--- src/rtl/n64adv2_apu_gain_sched.sv ---
`timescale 1ns/1ps
// Gain controller and scheduler for the APU amplification stage: one shared signed
// multiplier serves left and right, with click-free gain ramping and output saturation.
module n64adv2_apu_gain_sched #(
    parameter int GAIN_STEP = 1,
    parameter int RAMP_DIV  = 1
) (
    input  logic        MCLK_i,
    input  logic        nRST_i,
    input  logic [4:0]  amp_level_i,
    input  logic        mute_i,
    input  logic [23:0] pdata_left_i,
    input  logic [23:0] pdata_right_i,
    input  logic        pdata_valid_i,
    output logic        busy_o,
    output logic        overrun_o,
    output logic [8:0]  gain_o,
    output logic        ramp_active_o,
    output logic [23:0] pdata_left_o,
    output logic [23:0] pdata_right_o,
    output logic        pdata_valid_o
);

    typedef enum logic [1:0] {
        IDLE,
        MUL_L,
        MUL_R,
        OUT
    } state_t;

    localparam logic [7:0] DIV_LAST = 8'(RAMP_DIV - 1);
    localparam logic [8:0] STEP     = 9'(GAIN_STEP);

    state_t             state;
    logic [23:0]        left_q;
    logic [23:0]        right_q;
    logic [23:0]        hold_left;
    logic [8:0]         gain_pair;
    logic signed [32:0] prod;
    logic [7:0]         div_cnt;

    logic [8:0]         target;
    logic [8:0]         diff;
    logic [8:0]         stepped;
    logic               step_now;
    logic [8:0]         gain_next;
    logic signed [9:0]  mul_a;
    logic signed [23:0] mul_b;
    logic signed [32:0] mul_full;

    function automatic logic [8:0] gain_lut(input logic [4:0] idx);
        logic [8:0] g;
        case (idx)
            5'd0:  g = 9'd1;
            5'd1:  g = 9'd2;
            5'd2:  g = 9'd3;
            5'd3:  g = 9'd4;
            5'd4:  g = 9'd5;
            5'd5:  g = 9'd6;
            5'd6:  g = 9'd7;
            5'd7:  g = 9'd8;
            5'd8:  g = 9'd9;
            5'd9:  g = 9'd10;
            5'd10: g = 9'd11;
            5'd11: g = 9'd13;
            5'd12: g = 9'd14;
            5'd13: g = 9'd16;
            5'd14: g = 9'd18;
            5'd15: g = 9'd20;
            5'd16: g = 9'd23;
            5'd17: g = 9'd25;
            5'd18: g = 9'd29;
            5'd19: g = 9'd32;
            5'd20: g = 9'd36;
            5'd21: g = 9'd40;
            5'd22: g = 9'd45;
            5'd23: g = 9'd51;
            5'd24: g = 9'd57;
            5'd25: g = 9'd64;
            5'd26: g = 9'd72;
            5'd27: g = 9'd80;
            5'd28: g = 9'd90;
            5'd29: g = 9'd101;
            5'd30: g = 9'd114;
            default: g = 9'd127;
        endcase
        return g;
    endfunction

    // Product is gain * sample with unity at 32, so bits [28:5] carry the result.
    function automatic logic [23:0] sat24(input logic [32:0] p);
        logic [23:0] s;
        if (p[32] && (p[31:28] != 4'hF))
            s = 24'h800000;
        else if (!p[32] && (p[31:28] != 4'h0))
            s = 24'h7FFFFF;
        else
            s = p[28:5];
        return s;
    endfunction

    // Ramp step toward the target, clamped so it can never overshoot.
    always_comb begin
        target   = mute_i ? 9'd0 : gain_lut(amp_level_i);
        step_now = (div_cnt == DIV_LAST);
        diff     = 9'd0;
        stepped  = gain_o;
        if (target > gain_o) begin
            diff    = target - gain_o;
            stepped = (diff > STEP) ? (gain_o + STEP) : target;
        end else if (target < gain_o) begin
            diff    = gain_o - target;
            stepped = (diff > STEP) ? (gain_o - STEP) : target;
        end
        gain_next = step_now ? stepped : gain_o;
    end

    // Single shared multiplier; the gain is zero-extended so it is always positive.
    always_comb begin
        mul_a    = $signed({1'b0, gain_pair});
        mul_b    = (state == MUL_L) ? $signed(left_q) : $signed(right_q);
        mul_full = 33'(mul_a) * 33'(mul_b);
    end

    always_ff @(posedge MCLK_i or negedge nRST_i) begin
        if (!nRST_i) begin
            state         <= IDLE;
            left_q        <= 24'd0;
            right_q       <= 24'd0;
            hold_left     <= 24'd0;
            gain_pair     <= 9'd0;
            prod          <= 33'sd0;
            div_cnt       <= 8'd0;
            busy_o        <= 1'b0;
            overrun_o     <= 1'b0;
            gain_o        <= 9'd0;
            ramp_active_o <= 1'b0;
            pdata_left_o  <= 24'd0;
            pdata_right_o <= 24'd0;
            pdata_valid_o <= 1'b0;
        end else begin
            pdata_valid_o <= 1'b0;
            overrun_o     <= (state != IDLE) && pdata_valid_i;
            case (state)
                IDLE: begin
                    if (pdata_valid_i) begin
                        left_q        <= pdata_left_i;
                        right_q       <= pdata_right_i;
                        gain_pair     <= gain_o;
                        gain_o        <= gain_next;
                        div_cnt       <= step_now ? 8'd0 : 8'(div_cnt + 8'd1);
                        ramp_active_o <= (gain_next != target);
                        busy_o        <= 1'b1;
                        state         <= MUL_L;
                    end else begin
                        ramp_active_o <= (gain_o != target);
                    end
                end
                MUL_L: begin
                    prod  <= mul_full;
                    state <= MUL_R;
                end
                MUL_R: begin
                    prod      <= mul_full;
                    hold_left <= sat24(prod);
                    state     <= OUT;
                end
                OUT: begin
                    pdata_left_o  <= hold_left;
                    pdata_right_o <= sat24(prod);
                    pdata_valid_o <= 1'b1;
                    busy_o        <= 1'b0;
                    state         <= IDLE;
                end
                default: state <= IDLE;
            endcase
        end
    end

endmodule

--- config.mk ---
export PLATFORM = sky130hd
export DESIGN_NAME = n64adv2_apu_gain_sched
export DESIGN_NICKNAME = d
export VERILOG_FILES = /design/src/rtl/n64adv2_apu_gain_sched.sv
export SDC_FILE = /design/constraint.sdc
export NUM_CORES = 1
export LEC_CHECK = 0
export BUFFER_PORTS_ARGS = -buffer_cell sky130_fd_sc_hd__buf_4
export CAP_MARGIN = 10
export CORE_ASPECT_RATIO = 1.25
export CORE_MARGIN = 4
export CORE_UTILIZATION = 45
export CTS_CLUSTER_DIAMETER = 100
export CTS_CLUSTER_SIZE = 16
export DETAILED_ROUTE_END_ITERATION = 10
export GPL_TIMING_DRIVEN = 0
export PLACE_DENSITY_LB_ADDON = 0.15
export SLEW_MARGIN = 10
export SYNTH_ARGS = -nofsm -noshare
export SYNTH_HDL_FRONTEND = slang
export SYNTH_SLANG_ARGS = --single-unit
--- constraint.sdc ---
create_clock -name MCLK_i -period 8 [get_ports MCLK_i]
set_input_delay 0.4 -clock MCLK_i [delete_from_list [all_inputs] [get_ports MCLK_i]]
set_output_delay 0.4 -clock MCLK_i [all_outputs]
set_load 0.05 [all_outputs]
==> impl_metrics.py, run 1 <==
metrics = {
    "sta": {
        "final-max-slew-violation-count": 0,
        "finalCritPeriodShare_pct": 92.5,
        "fin_setup_tns_ns": 0,
        "final-hold-violation-count": 0,
        "rsz0062_at_grt": "false",
        "setup_violations_final": 0,
        "timing.final.crit_period_ns": 7.40,
        "relSlewSlack_pct": 35.9,
        "fmax_mhz": 135,
        "tightestPinTransition_ns": 0.949,
        "finClkSkew_ns": 0.0177,
    },
    "worst_setup_path": {
        "worstPathMaxFanout": 10,
        "cp.arrival_ns": 7.72,
        "required_ns": 8.32,
        "worst_setup_path_start_kind": "flip-flop",
        "endpoint_kind": "flip-flop",
        "crit_type": "reg -> reg",
    },
    "synth": {
        "synth.largest_area_cell": "sky130_fd_sc_hd__dfrtp_1",
        "ys_seq_area_share_pct": 27.6,
        "synth_ff_type": "sky130_fd_sc_hd__dfrtp_1",
        "syn-num-nets": 2125,
        "synth_edf_count": 0,
        "number_of_standard_cells_after_synthesis": 1795,
        "synth_seq_cells": 180,
        "yosysTopAreaCellShare_pct": 27.6,
        "syn_area_mm2": 0.0163,
        "synth-warning-count": 0,
        "synth.top_cells.by_area": "sky130_fd_sc_hd__dfrtp_1, sky130_fd_sc_hd__fa_1, sky130_fd_sc_hd__ha_1, sky130_fd_sc_hd__nand2_1, sky130_fd_sc_hd__inv_1",
        "synth.distinct_cells": 66,
        "async_reset_ff_share_pct": 100,
        "syn_area_per_cell_um2": 9.10,
    },
    "grt": {
        "grt.total_usage_pct": 22.3,
        "wire_length_of_the_first_global_routing_pass_um": 70100,
        "met3_usage_grt_pct": 2.73,
        "grt-busiest-layer": "met2",
        "use_met1_pct": 29.2,
        "grt-ovfl-total": 0,
        "gr-usage-met2_pct": 38.0,
        "largest_net_degree_at_the_start_of_global_routing": 106,
        "grt_pass1_vias": 13478,
        "antenna_found_initial": 0,
    },
    "cells_and_area": {
        "fin_util_pct": 51.8,
        "final_cell_count_no_fill": 2417,
        "drive_gt1_share_pct": 12.2,
        "areaGrowthSynthToFinish_pct": 13.0,
        "layout.filler_cells": 3504,
        "antenna-diode-count": 0,
        "multiInputGateArea_mm2": 0.0107,
        "sequential_cell_area_mm2": 0.00450,
        "finalNetCount": 2260,
    },
    "route": {
        "routed_wire_length_per_instance_um": 17.6,
        "detailedRoute.firstIterationViolations": 696,
        "vias_per_cell": 5.29,
        "detail_route.wirelength_um": 42500,
        "detail_route.first_pass.iterations": 5,
        "route.vias.total": 12783,
        "antenna_left": 0,
        "drc": 0,
    },
    "clock_tree": {
        "cts_sinks": 180,
        "post_cts.repair.setup_buffers": 0,
        "h-tree-depth": 4,
        "clk_transition_reported_paths_ns": 0.07,
        "cts-buffers-inserted": 17,
        "clockBufferDepth": 2,
        "cts.root.buffer_cell": "sky130_fd_sc_hd__clkbuf_16",
        "insertion_delay_ns": 0.46,
        "clock_tree_from_tritoncts": "built",
    },
    "floorplan": {
        "fp.dieArea_mm2": 0.0394,
        "floorplan.initialDensity_pct": 45.8,
        "placeableCoreArea_mm2": 0.0356,
        "number_of_placement_rows": 77,
        "floorplan.die.width_um": 178,
        "die_height_um": 221,
        "floorplan.io_pins": 118,
    },
    "placement": {
        "gp_routability_congestion": 0.943,
        "placed_cells": 2385,
        "detailedPlacementHpwl_um": 33700,
        "port_buffers": 115,
    },
    "run_status": {
        "run_status": "complete, no violations",
    },
    "worst_hold_path": {
        "worst_min_delay_path_category": "in -> reg",
    },
    "job": {
        "max_cap_viol_count": 0,
    },
}
[state kept, by name, indices dropped and copies added, names as in the netlist]
signal         flops
div_cnt            8
pdata_right_o     24
gain_pair          9
hold_left         24
pdata_valid_o      1
busy_o             1
pdata_left_o      24
prod              28
right_q           24
overrun_o          1
gain_o             9
state              2
left_q            24
ramp_active_o      1
[layer usage]
layer / wire, um / up-vias
met2: 21000 / 353
met4: 1300 / 0
met3: 2010 / 78
met5: 0 / -
li1: - / 6062
met1: 18200 / 6290
[worst max-delay path: stages (launching register included)]
cell                       delay (ns)
sky130_fd_sc_hd__dfrtp_1         0.41
sky130_fd_sc_hd__inv_1           0.11
sky130_fd_sc_hd__ha_2            0.41
sky130_fd_sc_hd__clkbuf_2        0.38
sky130_fd_sc_hd__mux2_2          0.49
sky130_fd_sc_hd__and2_1          0.21
sky130_fd_sc_hd__fa_1            0.51
sky130_fd_sc_hd__fa_1            0.59
sky130_fd_sc_hd__fa_1            0.45
sky130_fd_sc_hd__fa_1            0.50
sky130_fd_sc_hd__inv_1           0.05
sky130_fd_sc_hd__fa_1            0.48
sky130_fd_sc_hd__inv_1           0.04
sky130_fd_sc_hd__ha_1            0.32
sky130_fd_sc_hd__a21o_1          0.19
sky130_fd_sc_hd__a21oi_1         0.14
sky130_fd_sc_hd__o21ai_0         0.10
sky130_fd_sc_hd__a21oi_1         0.42
sky130_fd_sc_hd__o21ai_0         0.27
sky130_fd_sc_hd__a21oi_1         0.24
sky130_fd_sc_hd__nor2_1          0.11
sky130_fd_sc_hd__o21a_1          0.22
sky130_fd_sc_hd__o31ai_1         0.34
sky130_fd_sc_hd__nand4b_1        0.13
sky130_fd_sc_hd__o311ai_0        0.12
[cell usage after synthesis (28+ instances only)]
| library cell | instances |
|---|---|
| sky130_fd_sc_hd__a21oi_1 | 119 |
| sky130_fd_sc_hd__o21ai_0 | 51 |
| sky130_fd_sc_hd__xnor2_1 | 39 |
| sky130_fd_sc_hd__nand3_1 | 28 |
| sky130_fd_sc_hd__clkbuf_1 | 68 |
| sky130_fd_sc_hd__and2_1 | 114 |
| sky130_fd_sc_hd__inv_1 | 218 |
| sky130_fd_sc_hd__nand2_1 | 307 |
| sky130_fd_sc_hd__mux2_2 | 70 |
| sky130_fd_sc_hd__nor2_1 | 102 |
| sky130_fd_sc_hd__ha_1 | 97 |
| sky130_fd_sc_hd__fa_1 | 176 |
| sky130_fd_sc_hd__dfrtp_1 | 180 |
[final timing paths]
check	slack [ns]	to	cells after the start	start
worst max-delay path	0.60	prod[28]$_DFFE_PN0P_	24	state[1]$_DFFE_PN0P_
worst min-delay path	0.13	right_q[22]$_DFFE_PN0P_	3	pdata_right_i[22]
worst max register to register	0.60	prod[28]$_DFFE_PN0P_	24	state[1]$_DFFE_PN0P_
worst min register to register	0.47	right_q[7]$_DFFE_PN0P_	2	right_q[7]$_DFFE_PN0P_
max in group asynchronous	6.59	prod[10]$_DFFE_PN0P_	3	nRST_i
min in group asynchronous	0.45	gain_o[8]$_DFFE_PN0P_	2	nRST_i
[cells by family after synthesis]
kind of cell | Yosys count | synth area share (%)
buffers and inverters | 301 | 7.06
AND/OR/NAND/NOR | 638 | 17.9
adder cells (fa/ha/maj) | 273 | 29.0
XOR/XNOR | 48 | 2.57
multiplexers | 80 | 5.44
AO/OA/AOI/OAI | 275 | 10.4
flip-flops | 180 | 27.6
[cell type report]
cell class                 count  share of cell area [%]
sequential                   180                    24.4
clock buffer                  17                    2.31
buffer                        79                    1.74
tap                          474                    3.21
multi-input combinational   1314                    57.9
inverter                     221                    4.50
timing repair buffer         117                    4.92
clock inverter                15                    1.02
[repair_timing]
| action | CTS | global route |
|---|---|---|
| resized for setup | 1 | 3 |
| endpoints found under the hold margin | 75 | 0 |
| hold buffers | 1 | 0 |
| setup endpoints to repair | 1 | 8 |
[per-stage QoR]
step	setup WS (ns)	hold WS, ns	instance area, um^2
6_report	0.603	0.132	18400
5_1_grt	0.113	0.130	18400
4_1_cts	0.0647	0.109	18400
3_5_place_dp	0.0423	0.402	17800
3_3_place_gp	0.118	0.452	17800
2_1_floorplan	1.52	0.104	16300
[layout by cell type, fill, tap and decap left out, types with 16 or more instances in the layout]
cell type and instances:
sky130_fd_sc_hd__nand2_1 307, sky130_fd_sc_hd__inv_1 218, sky130_fd_sc_hd__dfrtp_1 180, sky130_fd_sc_hd__fa_1 176, sky130_fd_sc_hd__a21oi_1 119, sky130_fd_sc_hd__and2_1 114, sky130_fd_sc_hd__buf_4 114, sky130_fd_sc_hd__nor2_1 102
sky130_fd_sc_hd__ha_1 96, sky130_fd_sc_hd__mux2_2 70, sky130_fd_sc_hd__clkbuf_1 65, sky130_fd_sc_hd__o21ai_0 51, sky130_fd_sc_hd__xnor2_1 39, sky130_fd_sc_hd__nand3_1 28, sky130_fd_sc_hd__nor3_1 24, sky130_fd_sc_hd__nor2b_1 18
sky130_fd_sc_hd__clkbuf_16 17, sky130_fd_sc_hd__nand2b_1 16
Power of run 1 is not shown: default switching activity piles up to over one toggle a cycle in this logic, so the estimate is an artifact.
==> inputs of run 2 (changes only) <==
--- a/config.mk
+++ b/config.mk
@@ -5,7 +5,8 @@
 export SDC_FILE = /design/constraint.sdc
 export NUM_CORES = 1
 export LEC_CHECK = 0
-export BUFFER_PORTS_ARGS = -buffer_cell sky130_fd_sc_hd__buf_4
+export ABC_AREA = 1
+export BUFFER_PORTS_ARGS = -buffer_cell sky130_fd_sc_hd__clkbuf_2
 export CAP_MARGIN = 10
 export CORE_ASPECT_RATIO = 1.25
 export CORE_MARGIN = 4
@@ -15,6 +16,7 @@
 export DETAILED_ROUTE_END_ITERATION = 10
 export GPL_TIMING_DRIVEN = 0
 export PLACE_DENSITY_LB_ADDON = 0.15
+export REMOVE_ABC_BUFFERS = 1
 export SLEW_MARGIN = 10
 export SYNTH_ARGS = -nofsm -noshare
 export SYNTH_HDL_FRONTEND = slang
==> run 2 against run 1 <==
- core utilization fell by 1.7 points
- first-iteration DRC count rose by 14%
- worst hold slack better by 0.0034 ns
- synthesized cell count is 16% higher
- maximum frequency rose by 5.6%
- die area is 0.79% higher
- critical path depth grew 4
- wire length down 7.4%
- design area is 1.8% lower
- clock skew is 0.0031 ns higher
- largest cell class unchanged
==> impl_metrics.py, run 2 <==
metrics = {
    "route": {
        "vias_per_cell": 5.00,
        "drc": 0,
        "antenna_left": 0,
        "route.vias.total": 13278,
        "detail_route.first_pass.iterations": 5,
        "detailedRoute.firstIterationViolations": 791,
        "met2_wirelength_um": 19300,
        "highest-signal-layer": "met4",
        "met3WireLength_um": 1200,
        "detail_route.wirelength_um": 39400,
        "routed_met1_length_um": 17900,
        "routed_wire_length_per_instance_um": 14.8,
    },
    "grt": {
        "grt-ovfl-total": 0,
        "largest_net_degree_at_the_start_of_global_routing": 74,
        "wire_length_of_the_first_global_routing_pass_um": 67100,
        "antenna_found_initial": 0,
        "grt_pass1_vias": 13671,
        "grt.total_usage_pct": 20.6,
    },
    "worst_setup_path": {
        "rr_startpoint": "state[1]$_DFFE_PN0P_",
        "crit_path_top_delay_cell": "sky130_fd_sc_hd__o21ai_0",
        "cp.buffers_inverters": 7,
        "rr_endpoint": "prod[31]$_DFFE_PN0P_",
        "timing.reg2reg.worst_path_depth": 28,
        "worst-r2r-setup-slack_ns": 1.0,
        "required_ns": 8.34,
        "top_cell_by_count_worst_path": "sky130_fd_sc_hd__inv_1",
        "cp_top_family": "adder cells",
        "cp.arrival_ns": 7.34,
        "worst_setup_path_start_kind": "flip-flop",
        "slowest_delay_ns": 0.79,
        "crit_type": "reg -> reg",
        "worstPathMaxFanout": 41,
        "endpoint_kind": "flip-flop",
    },
    "sta": {
        "relSlewSlack_pct": 20.6,
        "hold-worst-slack_ns": 0.135,
        "setup_violations_final": 0,
        "rsz0062_at_grt": "false",
        "timing.final.crit_period_ns": 7.00,
        "final-max-slew-violation-count": 0,
        "finClkSkew_ns": 0.0208,
        "fmax_mhz": 143,
        "fin_setup_tns_ns": 0,
        "tightestPinTransition_ns": 1.18,
        "finalCritPeriodShare_pct": 87.6,
        "final-hold-violation-count": 0,
    },
    "floorplan": {
        "die_height_um": 222,
        "floorplan.initialDensity_pct": 45.5,
        "floorplan.io_pins": 118,
        "number_of_placement_rows": 78,
        "floorplan.die.width_um": 179,
        "fp.dieArea_mm2": 0.0397,
        "placeableCoreArea_mm2": 0.0362,
    },
    "worst_hold_path": {
        "worst_min_delay_path_category": "in -> reg",
        "min-delay-start": "pdata_right_i[1]",
        "hold_depth": 3,
        "min_to": "right_q[1]$_DFFE_PN0P_",
    },
    "clock_tree": {
        "clockBufferDepth": 2,
        "clk_transition_reported_paths_ns": 0.09,
        "cts-buffers-inserted": 17,
        "clock_tree_from_tritoncts": "built",
        "h-tree-depth": 4,
        "insertion_delay_ns": 0.45,
        "post_cts.resized_instances": 0,
        "cts.root.buffer_cell": "sky130_fd_sc_hd__clkbuf_16",
        "cts_sinks": 180,
    },
    "run_status": {
        "run_status": "complete, no violations",
    },
    "synth": {
        "synth_seq_cells": 180,
        "synth_ff_type": "sky130_fd_sc_hd__dfrtp_1",
        "yosys-mux-area-fraction_pct": 0,
        "synth.top_cells.by_area": "sky130_fd_sc_hd__dfrtp_1, sky130_fd_sc_hd__fa_1, sky130_fd_sc_hd__nand2_1, sky130_fd_sc_hd__inv_1, sky130_fd_sc_hd__ha_1",
        "async_reset_ff_share_pct": 100,
        "yosys.area_share.adder_pct": 28.8,
        "synth_simple_gate_area_share_pct": 21.9,
        "synth_xor_xnor_area_share_pct": 2.39,
        "syn_area_per_cell_um2": 7.89,
        "synth-compound-area-share_pct": 9.52,
        "ys_seq_area_share_pct": 27.4,
        "post-synth-top-count-cell": "sky130_fd_sc_hd__nand2_1",
        "dominant_combinational_cell_family_by_area_after_synthesis": "adder cells",
        "post_synth_most_frequent_cells": "sky130_fd_sc_hd__nand2_1, sky130_fd_sc_hd__inv_1, sky130_fd_sc_hd__nor2_1",
        "synth-warning-count": 0,
        "yosysTopAreaCellShare_pct": 27.4,
        "synth.distinct_cells": 54,
        "synth_edf_count": 0,
        "syn_area_mm2": 0.0165,
        "synth.largest_area_cell": "sky130_fd_sc_hd__dfrtp_1",
        "number_of_standard_cells_after_synthesis": 2086,
    },
    "cells_and_area": {
        "final_cell_count_no_fill": 2655,
        "finalNetCount": 2492,
        "top_library_cells_by_usage_in_the_layout_fill_and_taps_aside": "sky130_fd_sc_hd__nand2_1, sky130_fd_sc_hd__inv_1, sky130_fd_sc_hd__nor2_1",
        "areaGrowthSynthToFinish_pct": 10.0,
        "layout.filler_cells": 3691,
        "antenna-diode-count": 0,
        "mostFrequentLayoutCell": "sky130_fd_sc_hd__nand2_1",
        "flip_flop_count_of_the_largest_register_all_copies_and_words_added": 28,
        "drive_gt1_share_pct": 9.98,
        "top_register": "prod",
    },
    "job": {
        "max_cap_viol_count": 0,
    },
    "placement": {
        "gp_routability_congestion": 0.914,
        "port_buffers": 117,
        "placed_cells": 2622,
        "detailedPlacementHpwl_um": 31200,
    },
}
run 2: cell types whose count changed in the layout (fill, tap and decap cells not counted), moves of 91 or more:
cell,before,now
sky130_fd_sc_hd__nand2_1,307,551
sky130_fd_sc_hd__inv_1,218,347
sky130_fd_sc_hd__clkbuf_2,2,116
sky130_fd_sc_hd__buf_4,114,1
sky130_fd_sc_hd__and2_1,114,2
sky130_fd_sc_hd__o21ai_0,51,142
run 2: layout make-up:
cell class	instances	area (um^2)	share of cell area, %
Tap cell	480	601	3.31
Sequential cell	180	4500	24.9
Clock inverter	14	156	0.863
Timing Repair Buffer	126	743	4.10
Clock buffer	18	439	2.42
Inverter	359	1360	7.48
Multi-Input combinational cell	1478	10300	57.0
run 2: worst max-delay path by stage:
stage | from | endpoint | slack (ns) | depth (start not counted)
finish | state[1]$_DFFE_PN0P_ | prod[31]$_DFFE_PN0P_ | 1.0 | 28
global route | state[1]$_DFFE_PN0P_ | prod[31]$_DFFE_PN0P_ | 0.40 | 28
CTS | state[1]$_DFFE_PN0P_ | prod[31]$_DFFE_PN0P_ | 0.96 | 28
detailed placement | state[1]$_DFFE_PN0P_ | prod[31]$_DFFE_PN0P_ | 0.99 | 28
global placement | state[1]$_DFFE_PN0P_ | prod[31]$_DFFE_PN0P_ | -0.19 | 29
floorplan | state[1]$_DFFE_PN0P_ | prod[31]$_DFFE_PN0P_ | 1.39 | 29
run 2: cells by family after synthesis:
family                   count (synthesis)
adder cells (fa/ha/maj)                273
AND/OR/NAND/NOR                        877
flip-flops                             180
buffers and inverters                  428
AO/OA/AOI/OAI                          283
XOR/XNOR                                45
run 2: through the flow:
step	area (um^2)	setup slack, ns	utilization, %
floorplan	16200	1.39	-
global placement	17300	-0.194	47.9
detailed placement	17500	0.990	48.4
CTS	18100	0.959	50.0
global route	18100	0.397	50.0
finish	18100	0.996	50.0
run 2: layer usage:
layer / vias up / track usage [%]
met2: 246 / 34.9
met4: 0 / 7.08
met1: 6398 / 27.6
li1: 6588 / -
met5: - / 0
met3: 46 / 1.89
run 2: what timing repair did:
| action | 4_1_cts | 5_1_grt |
|---|---|---|
| setup buffers | 0 | 0 |
| hold endpoints to repair | 60 | 0 |
| hold buffers | 1 | 0 |
run 2: tightest hold or removal path, delay by kind of cell:
kind | cells | cell delay [ns]
buffers and inverters | 1 | 0.07
and+or+nand+nor | 2 | 0.08
Power of run 2 is left out for the same reason.
==> inputs of run 3 (changes only) <==
--- a/config.mk
+++ b/config.mk
@@ -11,6 +11,7 @@
 export CORE_ASPECT_RATIO = 1.25
 export CORE_MARGIN = 4
 export CORE_UTILIZATION = 45
+export CTS_BUF_LIST = sky130_fd_sc_hd__clkbuf_4 sky130_fd_sc_hd__clkbuf_8
 export CTS_CLUSTER_DIAMETER = 100
 export CTS_CLUSTER_SIZE = 16
 export DETAILED_ROUTE_END_ITERATION = 10
==> run 3 against run 2 <==
- non-clock buffer count did not move
- design area fell by 1.1%
- die area did not move
- critical path type unchanged
- worst hold slack got worse by 0.055 ns
- setup slack improved by 0.0052 ns
- sequential cell count did not move
- clock skew rose by 0.0060 ns
- core utilization fell by 0.53 points
- count of clock-buffer cells in the layout did not move
- global-route usage barely moved
- register-to-register slack barely moved
- maximum frequency barely moved
==> impl_metrics.py, run 3 (synthesis results as in run 2) <==
metrics = {
    "run_status": {
        "run_status": "complete, no violations",
    },
    "clock_tree": {
        "clock_tree_from_tritoncts": "built",
        "clockBufferDepth": 2,
        "clk_transition_reported_paths_ns": 0.12,
        "cts.root.buffer_cell": "sky130_fd_sc_hd__clkbuf_8",
        "post_cts.repair.setup_buffers": 0,
        "cts-buffers-inserted": 17,
        "h-tree-depth": 4,
        "cts_sinks": 180,
        "insertion_delay_ns": 0.50,
    },
    "route": {
        "drc": 0,
        "route.vias.total": 13299,
        "detail_route.first_pass.iterations": 5,
        "detailedRoute.firstIterationViolations": 838,
        "detail_route.wirelength_um": 39400,
        "routed_wire_length_per_instance_um": 14.8,
        "vias_per_cell": 5.01,
        "antenna_left": 0,
    },
    "cells_and_area": {
        "fin_util_pct": 49.5,
        "flip_flop_count_of_the_largest_register_all_copies_and_words_added": 28,
        "finish.instance_area_mm2": 0.0179,
        "mostFrequentLayoutCell": "sky130_fd_sc_hd__nand2_1",
        "antenna-diode-count": 0,
        "finalNetCount": 2492,
        "areaGrowthSynthToFinish_pct": 8.88,
        "top_library_cells_by_usage_in_the_layout_fill_and_taps_aside": "sky130_fd_sc_hd__nand2_1, sky130_fd_sc_hd__inv_1, sky130_fd_sc_hd__nor2_1",
        "drive_gt1_share_pct": 9.98,
        "top_register": "prod",
    },
    "worst_hold_path": {
        "min-delay-start": "pdata_right_i[1]",
        "min_to": "right_q[1]$_DFFE_PN0P_",
        "hold_depth": 3,
        "worst_min_delay_path_category": "in -> reg",
    },
    "worst_setup_path": {
        "rr_startpoint": "state[1]$_DFFE_PN0P_",
        "top_cell_by_count_worst_path": "sky130_fd_sc_hd__inv_1",
        "crit_path_top_delay_cell": "sky130_fd_sc_hd__o21ai_0",
        "worst-r2r-setup-slack_ns": 1.00,
        "slowest_delay_ns": 0.78,
        "worstPathMaxFanout": 41,
        "rr_endpoint": "prod[31]$_DFFE_PN0P_",
        "cp.arrival_ns": 7.39,
        "required_ns": 8.39,
        "worst_setup_path_start_kind": "flip-flop",
        "endpoint_kind": "flip-flop",
        "crit_type": "reg -> reg",
        "timing.reg2reg.worst_path_depth": 28,
    },
    "sta": {
        "final-max-slew-violation-count": 0,
        "timing.final.crit_period_ns": 7.00,
        "relSlewSlack_pct": 21.9,
        "fmax_mhz": 143,
        "hold-worst-slack_ns": 0.0800,
        "finClkSkew_ns": 0.0269,
        "final-hold-violation-count": 0,
        "finalCritPeriodShare_pct": 87.5,
        "rsz0062_at_grt": "false",
        "tightestPinTransition_ns": 1.16,
        "setup_violations_final": 0,
        "fin_setup_tns_ns": 0,
    },
    "grt": {
        "grt_pass1_vias": 13692,
        "grt.total_usage_pct": 20.6,
        "grt-ovfl-total": 0,
        "largest_net_degree_at_the_start_of_global_routing": 74,
        "wire_length_of_the_first_global_routing_pass_um": 67100,
        "antenna_found_initial": 0,
    },
    "floorplan": {
        "die_height_um": 222,
        "number_of_placement_rows": 78,
        "floorplan.io_pins": 118,
        "floorplan.initialDensity_pct": 45.5,
        "floorplan.die.width_um": 179,
        "fp.dieArea_mm2": 0.0397,
        "placeableCoreArea_mm2": 0.0362,
    },
    "placement": {
        "placed_area_mm2": 0.0175,
        "detailedPlacementHpwl_um": 31200,
        "port_buffers": 117,
        "gp_routability_congestion": 0.914,
    },
    "job": {
        "max_cap_viol_count": 0,
    },
}
## run 3: critical path, delay by kind of cell (launching register included)
family | cells | cell delay (ns)
xor gates and xnor gates | 1 | 0.13
DFF | 1 | 0.39
adders and majority gates | 7 | 2.99
AOI/OAI and AO/OA | 6 | 1.79
and+or+nand+nor | 7 | 0.81
buffers and inverters | 7 | 0.74
## run 3: worst max path at each step
| stage | startpoint | end |
|---|---|---|
| global route | state[1]$_DFFE_PN0P_ | prod[31]$_DFFE_PN0P_ |
| detailed placement | state[1]$_DFFE_PN0P_ | prod[31]$_DFFE_PN0P_ |
| global placement | state[1]$_DFFE_PN0P_ | prod[31]$_DFFE_PN0P_ |
| CTS | state[1]$_DFFE_PN0P_ | prod[31]$_DFFE_PN0P_ |
| floorplan | state[1]$_DFFE_PN0P_ | prod[31]$_DFFE_PN0P_ |
| finish | state[1]$_DFFE_PN0P_ | prod[31]$_DFFE_PN0P_ |
## run 3: what timing repair did
item,CTS,global route
setup endpoints to repair,0,0
hold buffers,1,0
gates resized for setup,0,0
hold endpoints to repair,60,0
## run 3: area by class of cell
type                       instances  area, um^2
clock buffer                      18         248
tap                              480         601
fill                            3705       18300
sequential                       180        4500
inverter                         359        1360
clock inverter                    14         156
timing repair buffer             126         743
multi-input combinational       1478       10300
## run 3: per-stage QoR
| step | setup slack [ns] | cells |
|---|---|---|
| 2_1_floorplan | 1.39 | 2017 |
| 3_3_place_gp | -0.194 | 2614 |
| 3_5_place_dp | 0.990 | 2622 |
| 4_1_cts | 0.939 | 2655 |
| 5_1_grt | 0.380 | 2655 |
| 6_report | 1.00 | 2655 |
## run 3: per-layer routing
layer,global-route usage (%),vias to the layer above,wire length [um]
met2,35.0,256,19300
met3,2.27,52,1290
met4,6.78,0,998
met1,27.4,6406,17800
met5,0,-,0
li1,-,6585,-
Power of run 3 is left out for the same reason.
